File: src/rtl/bcd_pkg.sv
// Shared definitions for the binary-to-BCD converter: FSM encodings, digit width
// and a helper that sizes the BCD field for a given binary width.
package bcd_pkg;

  localparam int BCD_DIG_W = 4;

  localparam logic [1:0] ST_IDLE_ENC = 2'b00;
  localparam logic [1:0] ST_OP_ENC   = 2'b01;
  localparam logic [1:0] ST_DONE_ENC = 2'b10;

  typedef enum logic [1:0] {
    ST_IDLE = ST_IDLE_ENC,
    ST_OP   = ST_OP_ENC,
    ST_DONE = ST_DONE_ENC
  } state_t;

  // Number of decimal digits needed to print 2^w-1.
  function automatic int dec_digits(input int w);
    longint unsigned v;
    int              n;
    v = (64'd1 << w) - 64'd1;
    n = 0;
    do begin
      n++;
      v = v / 64'd10;
    end while (v != 64'd0);
    return n;
  endfunction

endpackage

File: src/rtl/bin2bcd_conv_if.sv
// Start/ready/done handshake plus data for the binary-to-BCD converter.
// The master supplies operands; the converter sits on the slave side.
interface bin2bcd_conv_if
  import bcd_pkg::*;
#(
  parameter int W = 20,
  parameter int D = 7
) ();

  logic                   start;
  logic [W-1:0]           bin;
  logic                   ready;
  logic                   done_tick;
  logic [BCD_DIG_W*D-1:0] bcd;

  modport master (output start, bin, input ready, done_tick, bcd);
  modport slave  (input start, bin, output ready, done_tick, bcd);

endinterface

File: src/rtl/bcd_digit_adj.sv
// Double-dabble digit correction: a digit of 5 or more gets +3 so the following
// left shift carries correctly into the next decimal place.
module bcd_digit_adj
  import bcd_pkg::*;
(
  input  logic [BCD_DIG_W-1:0] d,
  output logic [BCD_DIG_W-1:0] q
);

  assign q = (d > 4'd4) ? d + 4'd3 : d;

endmodule

File: src/rtl/bin2bcd_conv.sv
// Sequential binary-to-BCD converter (shift-and-add-3), W op cycles per result.
// FSMD: one next-state/next-data block feeding one register block.
module bin2bcd_conv
  import bcd_pkg::*;
#(
  parameter int W = 20,
  parameter int D = dec_digits(W)
) (
  input  logic           clk,
  input  logic           reset,
  bin2bcd_conv_if.slave  bus
);

  localparam int BW = BCD_DIG_W * D;
  localparam int SW = BW + W;
  localparam int CW = $clog2(W + 1);

  state_t          state_q, state_n;
  logic [SW-1:0]   sh_q, sh_n;
  logic [CW-1:0]   cnt_q, cnt_n;
  logic [BW-1:0]   bcd_q, bcd_n;
  logic [BW-1:0]   adj;
  logic            ready_q, ready_n;
  logic            done_q, done_n;

  for (genvar i = 0; i < D; i++) begin : g_adj
    bcd_digit_adj u_adj (
      .d (sh_q[W + BCD_DIG_W*i +: BCD_DIG_W]),
      .q (adj[BCD_DIG_W*i +: BCD_DIG_W])
    );
  end

  always_comb begin
    // NOTE: every output gets a default first so no path through the case infers a latch.
    state_n = state_q;
    sh_n    = sh_q;
    cnt_n   = cnt_q;
    bcd_n   = bcd_q;
    done_n  = 1'b0;

    case (state_q)
      ST_IDLE: begin
        if (bus.start) begin
          sh_n    = SW'(bus.bin);
          cnt_n   = CW'(W);
          state_n = ST_OP;
        end
      end
      ST_OP: begin
        sh_n  = {adj, sh_q[W-1:0]} << 1;
        cnt_n = cnt_q - CW'(1);
        // Last shift: capture the result now so bcd is already valid during done.
        if (cnt_q == CW'(1)) begin
          bcd_n   = sh_n[SW-1:W];
          done_n  = 1'b1;
          state_n = ST_DONE;
        end
      end
      ST_DONE: state_n = ST_IDLE;
      default: state_n = ST_IDLE;
    endcase

    ready_n = (state_n == ST_IDLE);
  end

  // NOTE: state registers use non-blocking assignments so all of them update together at the edge.
  always_ff @(posedge clk or posedge reset) begin
    if (reset) begin
      state_q <= ST_IDLE;
      sh_q    <= '0;
      cnt_q   <= '0;
      bcd_q   <= '0;
      ready_q <= 1'b1;
      done_q  <= 1'b0;
    end else begin
      state_q <= state_n;
      sh_q    <= sh_n;
      cnt_q   <= cnt_n;
      bcd_q   <= bcd_n;
      ready_q <= ready_n;
      done_q  <= done_n;
    end
  end

  assign bus.ready     = ready_q;
  assign bus.done_tick = done_q;
  assign bus.bcd       = bcd_q;

endmodule

File: src/flat_wrapper.sv
// flat-port wrapper written by rule: the top's interface ports become plain ports
module bin2bcd_conv_flat import bcd_pkg::*;
#(
  parameter int W = 20,
  parameter int D = dec_digits(W)
)
  (clk, reset, bus_start, bus_bin, bus_ready, bus_done_tick, bus_bcd);
  bin2bcd_conv_if #(.W(W), .D(D)) bus_i ();
  input  logic clk;
  input  logic reset;
  input wire logic [$bits(bus_i.start)-1:0] bus_start;
  input wire logic [$bits(bus_i.bin)-1:0] bus_bin;
  output wire logic [$bits(bus_i.ready)-1:0] bus_ready;
  output wire logic [$bits(bus_i.done_tick)-1:0] bus_done_tick;
  output wire logic [$bits(bus_i.bcd)-1:0] bus_bcd;
  assign bus_i.start = bus_start;
  assign bus_i.bin = bus_bin;
  assign bus_ready = bus_i.ready;
  assign bus_done_tick = bus_i.done_tick;
  assign bus_bcd = bus_i.bcd;
  bin2bcd_conv #(.W(W), .D(D)) u_core (.clk(clk), .reset(reset), .bus(bus_i));
endmodule
File: config.mk
export PLATFORM = sky130hd
export DESIGN_NAME = bin2bcd_conv_flat
export DESIGN_NICKNAME = d
export VERILOG_FILES = /design/src/rtl/bcd_pkg.sv /design/src/rtl/bin2bcd_conv_if.sv /design/src/rtl/bcd_digit_adj.sv /design/src/rtl/bin2bcd_conv.sv /design/src/flat_wrapper.sv
export SDC_FILE = /design/constraint.sdc
export NUM_CORES = 1
export LEC_CHECK = 0
export CAP_MARGIN = 20
export CORE_ASPECT_RATIO = 0.6
export CORE_UTILIZATION = 55
export DETAILED_ROUTE_END_ITERATION = 12
export GPL_TIMING_DRIVEN = 0
export MAX_ROUTING_LAYER = met4
export PLACE_DENSITY_LB_ADDON = 0.3
export SLEW_MARGIN = 20
export SYNTH_ARGS = -nofsm -noshare
export SYNTH_HDL_FRONTEND = slang
export SYNTH_SLANG_ARGS = --single-unit
File: constraint.sdc
create_clock -name clk -period 3.3 [get_ports clk]
set_input_delay 0.33 -clock clk [delete_from_list [all_inputs] [get_ports clk]]
set_output_delay 0.33 -clock clk [all_outputs]
set_load 0.02 [all_outputs]
### Word-level counts from Yosys, hierarchy flattened

Index checks and enable logic that the tools add are counted.

* output and inout bits: 30
* bits in registers: 85
* logic and storage cells: 45
* input port bits: 23

* mux-type cells: 16
* magnitude comparators: 7
* reduce and logical (&&, ||, !) cells: 5
* add/sub/neg operators: 8
* equality and inequality tests: 3

Operators by type and width (count)
* one-hot mux 48 bit (2 select lines): 1
* two-way mux 48 bit: 1
* greater-than comparator 4 x 3 -> 1 bit, second input constant: 7
* adder 4 x 2 -> 4 bit, second input constant: 6
* two-way mux 4 bit: 6
* one-hot mux 5 bit (2 select lines): 1
* equality test 5 x 1 -> 1 bit, second input constant: 1
* two-way mux 5 bit: 1
* subtractor 5 x 1 -> 5 bit, second input constant: 1
* logical NOT 2 bit: 2
* two-way mux 2 bit: 2
* one-hot mux 2 bit (2 select lines): 1
* AND reduction 2 bit: 2
* adder 3 x 2 -> 3 bit, second input constant: 1
* two-way mux 3 bit: 1
* equality test 2 x 1 -> 1 bit, second input constant: 1
* two-way mux 1 bit: 2
* != test 2 bit, second input constant: 1
* nonzero test 2 bit: 1

### Depth between registers and ports, before layout

Gate-level depths: netlist of the first run.

* word-level depth: 4
* mapped depth: 7
* mapped depth without buffers: 5

### Hierarchy

From an unflattened synthesis of the first run, not the netlist that was laid out.

* cells, all modules: 358
* area, all modules: 4176.5 µm²

By module, submodules not included
* bin2bcd_conv: times used 1, cells each 253, area each 3449.6 µm²
* bcd_digit_adj: times used 7, cells each 15, area each 103.8 µm²

### Worst setup path before layout of the first run

No wires, ideal clock.

* path type: register to register
* from: reg u_core.cnt_q[1]
* to: reg u_core.bcd_q[0] (netlist: u_core.bus.bcd[0])
* slack: 1379 ps
* arrival time: 1796 ps
* buffers on the path: 2
* data required time: 3175 ps
* period minus slack after synthesis: 1921 ps
* cell stages (with the launch flop): 8
* cell sequence: dfrtp_1 > inv_1 > ha_1 > or4b_4 > buf_6 > or2_4 > buf_6 > mux2_4

* longest elaborated chain between the ends: 2

RTL lines
* start, declared: line bin2bcd_conv.sv:20 `logic [CW-1:0] cnt_q, cnt_n;`
* start signal, assigned: line bin2bcd_conv.sv:78 `cnt_q <= cnt_n;`
* equality test 5 x 1 -> 1 bit: line bin2bcd_conv.sv:53 `if (cnt_q == CW'(1)) begin`
* AND reduction 2 bit (no line)
* end signal, assigned: line bin2bcd_conv.sv:79 `bcd_q <= bcd_n;`
* end, declared: line bin2bcd_conv.sv:21 `logic [BW-1:0] bcd_q, bcd_n;`

Every way passes these cells.
A chain may end at the register's enable or synchronous reset.

### Worst setup path after layout of the first run

* from: reg u_core.state_q[1]
* to: reg u_core.sh_q[23]

* longest elaborated chain between the ends: 3
* elaborated cells between the ends (all ways): 6
* classes of those cells: eq/ne: 2; mux: 1; reduce/logical: 3

RTL lines
* start, declared: line bin2bcd_conv.sv:18 `state_t state_q, state_n;`
* start signal, assigned: line bin2bcd_conv.sv:76 `state_q <= state_n;`
* equality test 2 x 1 -> 1 bit / logical NOT 2 bit (equally long branches): line bin2bcd_conv.sv:41 `case (state_q)`
* nonzero test 2 bit (no line) / != test 2 bit (equally long branches)
* AND reduction 2 bit (no line)
* end signal, assigned: line bin2bcd_conv.sv:77 `sh_q <= sh_n;`
* end, declared: line bin2bcd_conv.sv:19 `logic [SW-1:0] sh_q, sh_n;`

Several ways; a longest one is shown, not always the timed one.

==> impl_metrics.env, run 1 <==
export IMPL_antenna_found_initial=0
export IMPL_yosys_warnings=0
export IMPL_synth_compound_area_share_pct=26.7
export IMPL_drive_gt1_share_pct=5.22
export IMPL_syn_num_nets=423
export IMPL_place_congestion=0.878
export IMPL_first_pass_iters=10
export IMPL_synth_top_area_cell="dfrtp_1"
export IMPL_setup_tns_ps=0
export IMPL_synth_area_leaders="dfrtp_1 53%, o21ai_0 8.6%, o31ai_1 5.3%, a22oi_1 3.6%, ha_1 2.8%"
export IMPL_startpoint_type="flop"
export IMPL_tightest_slew_ps=741
export IMPL_synth_top_family_by_area="compound AO/OA/AOI/OAI gates"
export IMPL_timing_fmax_mhz=466
export IMPL_grt_start_max_net_pins=53
export IMPL_synth_edf_count=0
export IMPL_core_um2=6820
export IMPL_crit_fanout=10
export IMPL_cts_repair_resized=0
export IMPL_numCtsBuffers=9
export IMPL_synth_cell_types=31
export IMPL_die_h_um=67.8
export IMPL_syn_to_final_growth_pct=25.2
export IMPL_tritoncts="yes"
export IMPL_n_antenna_cell=0
export IMPL_synth_area_um2=3970
export IMPL_setup_viol=0
export IMPL_synthTopCellsByCount="84 x dfrtp_1, 68 x o21ai_0, 28 x nand2_1, 28 x o31ai_1, 27 x clkbuf_1"
export IMPL_design_die_area_um2=7560
export IMPL_cts_hold_buf=0
export IMPL_crit_arrival_ps=2380
export IMPL_finalClockSkew_ps=6.30
export IMPL_cp_cell_sequence="nand2b_1 > clkbuf_1 > clkbuf_1 > o31ai_1 > a32o_1"
export IMPL_leakagePower_uw=0.00208
export IMPL_ioPinCount=53
export IMPL_grt_first_pass_wirelength_mm=16.2
export IMPL_initial_core_util_pct=58.1
export IMPL_avgSynthCellArea_um2=10.1
export IMPL_synth_mux_area_share_pct=2.15
export IMPL_hp_class="in2async"
export IMPL_cp_top_family="buffers and inverters"
export IMPL_cts_setup_buffers=0
export IMPL_vias_per_cell=6.19
export IMPL_critical_path_class="reg2reg"
export IMPL_synth_xor_area_share_pct=0
export IMPL_violations="DRC"
export IMPL_grt_usage_pct=29.8
export IMPL_max_cap_violations=0
export IMPL_status="finished, violations left"
export IMPL_dpl_cell_area_um2=4620
export IMPL_fin_crit_ps=2140
export IMPL_ys_flop_type="dfrtp_1"
export IMPL_cts_root_buf="clkbuf_16"
export IMPL_nets=487
export IMPL_path_buf_inv=2
export IMPL_cp_required_ps=3530
export IMPL_slew_headroom_pct=50.6
export IMPL_fin_area_um2=4970
export IMPL_power_density_nw_per_um2=1090
export IMPL_ys_seq_area_share_pct=53.7
export IMPL_hold_viol_final=0
export IMPL_place_port_buffers=52
export IMPL_rsz0062_at_grt="false"
export IMPL_vias=3388
export IMPL_cp_slowest_cell="clkbuf_1"
export IMPL_synthCells=391
export IMPL_crit_path_frequent_cell="clkbuf_1"
export IMPL_slew_viol_final=0
export IMPL_netlist_area_leader_share_pct=53.0
export IMPL_cts_max_path_buffers=2
export IMPL_path_clk_slew_ps=60
export IMPL_drc=5
export IMPL_async_reset_ff_share_pct=100
export IMPL_period_share_pct=65.0
export IMPL_rows=23
export IMPL_drt_iter0_drc=264
export IMPL_first_global_vias=3174
export IMPL_irDropWorstVdd_uv=517
export IMPL_clock_latency_ps=340
export IMPL_yosysMostFrequentCell="dfrtp_1"
export IMPL_ant_nets=0
export IMPL_avgRoutedWirePerCell_um=18.5
export IMPL_ys_ff_latch=85
export IMPL_max_stage_delay_ps=590
export IMPL_synth_simple_area_share_pct=9.25
export IMPL_overflow=0
export IMPL_die_w_um=112
export IMPL_synthAdderAreaFrac_pct=2.84
export IMPL_wl_mm=10.1
export IMPL_dp_hpwl_mm=6.61
export IMPL_endpoint_kind="flop"
export IMPL_clock_sinks=85
export IMPL_htreeDepth=3
-- cell type report --
cell class                      count  area (µm²)
Timing Repair Buffer               53         548
Buffer                             31         133
Tap cell                           87         109
Fill cell                         512        1850
Clock inverter                      4        95.1
Clock buffer                       12         246
Inverter                           22        85.1
Sequential cell                    85        2130
Multi-Input combinational cell    253        1620
-- routing by layer --
| metal | track usage (%) | routed length [µm] |
|---|---|---|
| met5 | - | 0 |
| met1 | 39.7 | 4530 |
| met2 | 43.9 | 4540 |
| met3 | 9.43 | 925 |
| met4 | 9.12 | 143 |
-- flip-flops by register name, indices dropped and copies added (netlist names) --
signal and cells:
u_core.bus.bcd 28, u_core.bus.done_tick 1, u_core.bus.ready 1, u_core.cnt_q 5, u_core.sh_q 48, u_core.state_q 2
-- cells by family (layout without fill, tap and decap cells) --
| family | after synthesis | in the layout |
|---|---|---|
| DFF | 85 | 85 |
| and+or+nand+nor | 72 | 72 |
| buffers and inverters | 53 | 122 |
| muxes | 8 | 8 |
| adders and majority gates | 9 | 9 |
| AOI/OAI and AO/OA | 164 | 164 |
-- power by group --
group	internal, µW	leakage [µW]	total (µW)	switching, µW
Sequential	1500	0.00108	1820	322
Clock	759	0.000167	1150	391
Combinational	1020	0.000829	2420	1390
Total	3280	0.00208	5390	2110
-- stage by stage --
step	utilization, %	setup WS (ps)	cells	power, µW	hold slack (ps)
after global placement	67.4	-550	530	4070	462
final	72.8	1160	547	5390	361
after global routing	72.8	1040	547	5730	408
after CTS	72.8	1220	547	5380	372
after floorplan	-	778	391	3380	450
after detailed placement	67.8	1060	531	4190	476
-- final timing paths --
check	start	end	slack (ps)	cells after the start
hold / removal	reset	u_core.bus.bcd[0]	360	2
hold reg to reg	u_core.sh_q[4]	u_core.sh_q[4]	490	2
setup / recovery	u_core.state_q[1]	u_core.sh_q[23]	1160	5
max in group asynchronous	reset	u_core.bus.ready	2300	3
min in group clk	u_core.sh_q[4]	u_core.sh_q[4]	490	2
setup reg to reg	u_core.state_q[1]	u_core.sh_q[23]	1160	5
-- cell usage in the layout, fill, tap and decap left out, types with 2 or more instances in the layout --
master / instances
o32ai_1: 7
o21a_1: 14
o22ai_1: 9
nor3_1: 14
o31ai_1: 28
nor2b_1: 9
a22oi_1: 19
a21oi_1: 9
inv_1: 21
mux2i_1: 7
bufinv_16: 3
clkbuf_1: 29
nor3b_1: 7
buf_6: 2
nand2_1: 28
nand2b_1: 2
dfrtp_1: 84
clkbuf_16: 9
a32o_1: 8
o21ai_0: 68
clkdlybuf4s50_1: 52
nor2_1: 7
ha_1: 9
No activity file was read; power rests on OpenSTA's default activity.
==> inputs of run 2 (changes only) <==
--- a/config.mk
+++ b/config.mk
@@ -7,7 +7,7 @@
 export LEC_CHECK = 0
 export CAP_MARGIN = 20
 export CORE_ASPECT_RATIO = 0.6
-export CORE_UTILIZATION = 55
+export CORE_UTILIZATION = 49
 export DETAILED_ROUTE_END_ITERATION = 12
 export GPL_TIMING_DRIVEN = 0
 export MAX_ROUTING_LAYER = met4
==> constraint.sdc (replaced) <==
create_clock -name clk -period 1.7 [get_ports clk]
set_input_delay 0.17 -clock clk [delete_from_list [all_inputs] [get_ports clk]]
set_output_delay 0.17 -clock clk [all_outputs]
set_load 0.02 [all_outputs]
==> impl_metrics.env, run 2 (same netlist as run 1, synthesis figures left out) <==
export IMPL_status="finished, violations left"
export IMPL_violations="setup timing"
export IMPL_drc=0
export IMPL_fin_crit_ps=2020
export IMPL_numCtsBuffers=9
export IMPL_die_w_um=118
export IMPL_die_h_um=71.7
export IMPL_max_stage_delay_ps=470
export IMPL_worst_slack_ps=-325
export IMPL_cp_required_ps=1920
export IMPL_design_die_area_um2=8470
export IMPL_grt_busiest_layer="met2"
export IMPL_setup_viol=30
export IMPL_path_clk_slew_ps=60
export IMPL_global_route_usage_met3_pct=7.32
export IMPL_ioPinCount=53
export IMPL_hp_class="in2async"
export IMPL_cp_slowest_cell="or4b_4"
export IMPL_antenna_found_initial=0
export IMPL_rsz0062_at_grt="true"
export IMPL_nets=496
export IMPL_ant_nets=0
export IMPL_crit_fanout=5
export IMPL_drt_iter0_drc=313
export IMPL_endpoint_kind="flop"
export IMPL_power_density_nw_per_um2=2100
export IMPL_rows=24
export IMPL_met1_usage_pct=36.9
export IMPL_max_flop_register="u_core.sh_q"
export IMPL_period_share_pct=119
export IMPL_initial_core_util_pct=52.6
export IMPL_slew_viol_final=0
export IMPL_drive_gt1_share_pct=13.2
export IMPL_vias=3513
export IMPL_htreeDepth=3
export IMPL_startpoint_type="flop"
export IMPL_vias_per_cell=6.13
export IMPL_place_port_buffers=52
export IMPL_largest_reg_flops=48
export IMPL_cts_hold_buf=0
export IMPL_dp_hpwl_mm=6.87
export IMPL_overflow=0
export IMPL_core_um2=7540
export IMPL_grt_start_max_net_pins=32
export IMPL_critical_path_class="reg2reg"
export IMPL_crit_path_frequent_cell="buf_8"
export IMPL_final_common_cell="dfrtp_1"
export IMPL_dpl_cell_area_um2=4660
export IMPL_cts_root_buf="clkbuf_16"
export IMPL_leakagePower_uw=0.00221
export IMPL_irDropWorstVdd_uv=1020
export IMPL_finalClockSkew_ps=7.31
export IMPL_grt_first_pass_wirelength_mm=18.0
export IMPL_dp_cells=549
export IMPL_max_cap_violations=0
export IMPL_timing_fmax_mhz=494
export IMPL_clock_sinks=85
export IMPL_cts_max_path_buffers=2
export IMPL_clock_latency_ps=340
export IMPL_crit_arrival_ps=2240
export IMPL_cp_cell_sequence="inv_2 > ha_4 > or4b_4 > buf_8 > or2_4 > buf_8 > mux2_4"
export IMPL_first_pass_iters=5
export IMPL_grtUsageMet2_pct=44.8
export IMPL_place_congestion=0.939
export IMPL_tritoncts="yes"
export IMPL_fillers=565
export IMPL_n_antenna_cell=0
export IMPL_first_global_vias=3586
export IMPL_syn_to_final_growth_pct=32.1
export IMPL_fin_area_um2=5240
export IMPL_hold_viol_final=0
export IMPL_slew_headroom_pct=54.3
export IMPL_avgRoutedWirePerCell_um=18.8
export IMPL_tightest_slew_ps=683
export IMPL_wl_mm=10.8
export IMPL_final_cell_mix="83 x dfrtp_1, 59 x o21ai_0, 52 x clkdlybuf4s50_1, 28 x nand2_1, 20 x inv_1"
export IMPL_grt_usage_pct=28.8
export IMPL_final_util_pct=69.5
export IMPL_finalNonFillerCells=573
run 2: changes by cell type in the layout (fill, tap and decap cells not counted), sizes merged:
cell | before | now
inv | 22 | 21
clkbuf | 39 | 35
clkinvlp | 0 | 1
buf | 5 | 17
bufbuf | 0 | 1
run 2: critical path: cells and delay by family, from the launching register on:
family | cells | cell delay (ps)
mux | 1 | 290
fa+ha+maj | 1 | 130
flops | 1 | 390
simple gates | 2 | 720
buf+inv | 3 | 380
run 2: routing by layer:
layer,part of all wire [%],up-vias
met5,0,-
li1,-,1591
met1,43,1719
met3,8.4,32
met4,2.4,0
met2,46,171
run 2: area by class of cell:
class | count | area [µm²] | area share [%]
Buffer | 30 | 156 | 2.99
Clock buffer | 12 | 246 | 4.71
Clock inverter | 4 | 95.1 | 1.82
Inverter | 22 | 86.3 | 1.65
Multi-Input combinational cell | 253 | 1730 | 33.1
Sequential cell | 85 | 2130 | 40.7
Tap cell | 104 | 130 | 2.48
Timing Repair Buffer | 63 | 661 | 12.6
run 2: path summary, 6_finish.rpt:
check,start,to,slack (ps),cells after the start
max in group asynchronous,reset,u_core.state_q[1],820,3
worst min-delay path,reset,u_core.bus.bcd[0],290,2
worst min register to register,u_core.sh_q[11],u_core.sh_q[11],480,2
min in group clk,u_core.sh_q[11],u_core.sh_q[11],480,2
worst max register to register,u_core.cnt_q[1],u_core.bus.bcd[0],-320,7
worst max-delay path,u_core.cnt_q[1],u_core.bus.bcd[0],-320,7
run 2: where the power goes:
part           switching, µW  internal (µW)
registers                675           2910
clock network            766           1470
logic                   2960           2190
run 2: per-stage QoR:
stage / total power, µW / TNS [ps] / worst slack [ps] / hold WS (ps)
3_5_place_dp: 8160 / -18550 / -382 / 470
3_3_place_gp: 7930 / -50030 / -410 / 462
5_1_grt: 11700 / -8320 / -342 / 358
4_1_cts: 10800 / -5570 / -262 / 312
2_1_floorplan: 6560 / -1970 / -204 / 332
6_report: 11000 / -7220 / -325 / 292
run 2: repair_timing:
action | CTS | global route
cloned | 1 | 0
setup endpoints to repair | 80 | 45
buffers inserted | 7 | 1
resized for setup | 34 | 17
pin swaps | 2 | 0
==> inputs of run 3 (changes only) <==
--- a/config.mk
+++ b/config.mk
@@ -7,11 +7,11 @@
 export LEC_CHECK = 0
 export CAP_MARGIN = 20
 export CORE_ASPECT_RATIO = 0.6
-export CORE_UTILIZATION = 49
+export CORE_UTILIZATION = 55
 export DETAILED_ROUTE_END_ITERATION = 12
 export GPL_TIMING_DRIVEN = 0
 export MAX_ROUTING_LAYER = met4
-export PLACE_DENSITY_LB_ADDON = 0.3
+export PLACE_DENSITY = 0.8
 export SLEW_MARGIN = 20
 export SYNTH_ARGS = -nofsm -noshare
 export SYNTH_HDL_FRONTEND = slang
==> constraint.sdc (replaced) <==
create_clock -name clk -period 2.27 [get_ports clk]
set_input_delay 0.227 -clock clk [delete_from_list [all_inputs] [get_ports clk]]
set_output_delay 0.227 -clock clk [all_outputs]
set_load 0.02 [all_outputs]
==> impl_metrics.env, run 3 (same netlist as run 1, synthesis figures left out) <==
export IMPL_grt_usage_pct=30.7
export IMPL_ant_nets=0
export IMPL_fillers=488
export IMPL_place_congestion=0.849
export IMPL_die_w_um=112
export IMPL_wl_mm=10.3
export IMPL_first_pass_iters=9
export IMPL_max_flop_register="u_core.sh_q"
export IMPL_period_share_pct=90.4
export IMPL_irDropWorstVdd_uv=920
export IMPL_numCtsBuffers=9
export IMPL_n_antenna_cell=0
export IMPL_htreeDepth=3
export IMPL_hold_viol_final=0
export IMPL_max_cap_violations=0
export IMPL_avgRoutedWirePerCell_um=18.8
export IMPL_final_common_cell="dfrtp_1"
export IMPL_ioPinCount=53
export IMPL_drt_iter0_drc=240
export IMPL_fin_crit_ps=2050
export IMPL_cts_max_path_buffers=2
export IMPL_final_cell_mix="84 x dfrtp_1, 68 x o21ai_0, 52 x clkdlybuf4s50_1"
export IMPL_nets=489
export IMPL_clock_sinks=85
export IMPL_core_um2=6820
export IMPL_dp_cells=533
export IMPL_cts_repair_resized=0
export IMPL_tightest_slew_ps=709
export IMPL_rows=23
export IMPL_drc=4
export IMPL_finalClockSkew_ps=5.70
export IMPL_cts_setup_buffers=0
export IMPL_cts_hold_buf=0
export IMPL_drive_gt1_share_pct=5.84
export IMPL_crit_fanout=10
export IMPL_design_die_area_um2=7560
export IMPL_setup_tns_ps=0
export IMPL_power_density_nw_per_um2=1580
export IMPL_crit_arrival_ps=2310
export IMPL_cp_required_ps=2530
export IMPL_antenna_found_initial=0
export IMPL_endpoint_kind="flop"
export IMPL_largest_reg_flops=48
export IMPL_cp_cell_sequence="inv_1 > ha_1 > or4b_4 > buf_6 > or2_4 > clkbuf_1 > o21ai_0"
export IMPL_cts_root_buf="clkbuf_16"
export IMPL_path_clk_slew_ps=60
export IMPL_critical_path_class="reg2reg"
export IMPL_rsz0062_at_grt="false"
export IMPL_status="finished, violations left"
export IMPL_clock_latency_ps=340
export IMPL_place_port_buffers=52
export IMPL_leakagePower_uw=0.00210
export IMPL_timing_fmax_mhz=488
export IMPL_path_buf_inv=3
export IMPL_setup_viol=0
export IMPL_vias=3375
export IMPL_hp_class="in2async"
export IMPL_overflow=0
export IMPL_finalNonFillerCells=549
export IMPL_first_global_vias=3195
export IMPL_tritoncts="yes"
export IMPL_cp_top_family="simple AND/OR/NAND/NOR gates"
export IMPL_max_stage_delay_ps=460
export IMPL_vias_per_cell=6.15
export IMPL_grt_first_pass_wirelength_mm=16.7
export IMPL_initial_core_util_pct=58.1
export IMPL_syn_to_final_growth_pct=26.5
export IMPL_startpoint_type="flop"
export IMPL_slew_viol_final=0
export IMPL_violations="DRC"
export IMPL_slew_headroom_pct=52.7
export IMPL_die_h_um=67.8
export IMPL_grt_start_max_net_pins=28
export IMPL_cp_slowest_cell="or4b_4"
export IMPL_dp_hpwl_mm=6.90
[run 3: changes by cell type in the layout (fill, tap and decap cells not counted), sizes merged]
cell,before,now
clkbuf,35,39
bufbuf,1,0
buf,17,7
[run 3: cell type report]
cell class / instances / area (µm²) / area share (%)
sequential: 85 / 2130 / 42.4
multi-input combinational: 253 / 1620 / 32.3
timing repair buffer: 55 / 588 / 11.7
clock buffer: 12 / 256 / 5.11
buffer: 31 / 133 / 2.64
tap: 87 / 109 / 2.17
clock inverter: 4 / 95.1 / 1.90
inverter: 22 / 86.3 / 1.72
[run 3: metal layers]
metal | global-route usage [%] | vias up | routed length (µm)
met1 | 39.3 | 1654 | 4660
li1 | - | 1568 | -
met4 | 10.8 | 0 | 145
met2 | 46.3 | 139 | 4680
met5 | - | - | 0
met3 | 10.1 | 14 | 855
[run 3: worst paths after layout]
path | start | end | slack (ps) | cells past startpoint
min | reset | u_core.bus.bcd[22] | 220 | 2
max | u_core.cnt_q[1] | u_core.bus.bcd[20] | 220 | 7
max reg2reg | u_core.cnt_q[1] | u_core.bus.bcd[20] | 220 | 7
min in group clk | u_core.sh_q[7] | u_core.sh_q[7] | 480 | 2
max in group asynchronous | reset | u_core.sh_q[22] | 1420 | 4
min reg2reg | u_core.sh_q[7] | u_core.sh_q[7] | 480 | 2
[run 3: power breakdown]
group          internal (µW)  switching [µW]
clock network           1130             592
registers               2180             490
logic                   1490            2020
total                   4810            3100
[run 3: per-stage QoR]
| step | hold slack [ps] | area [µm²] | util, % | worst slack (ps) | power (µW) |
|---|---|---|---|---|---|
| floorplan | 389 | 3970 | - | 349 | 4910 |
| global placement | 463 | 4600 | 67.4 | 113 | 5930 |
| detailed placement | 471 | 4670 | 68.4 | 124 | 6100 |
| CTS | 222 | 5020 | 73.6 | 230 | 7880 |
| global route | 242 | 5020 | 73.6 | 71.9 | 8420 |
| finish | 219 | 5020 | 73.6 | 219 | 7910 |
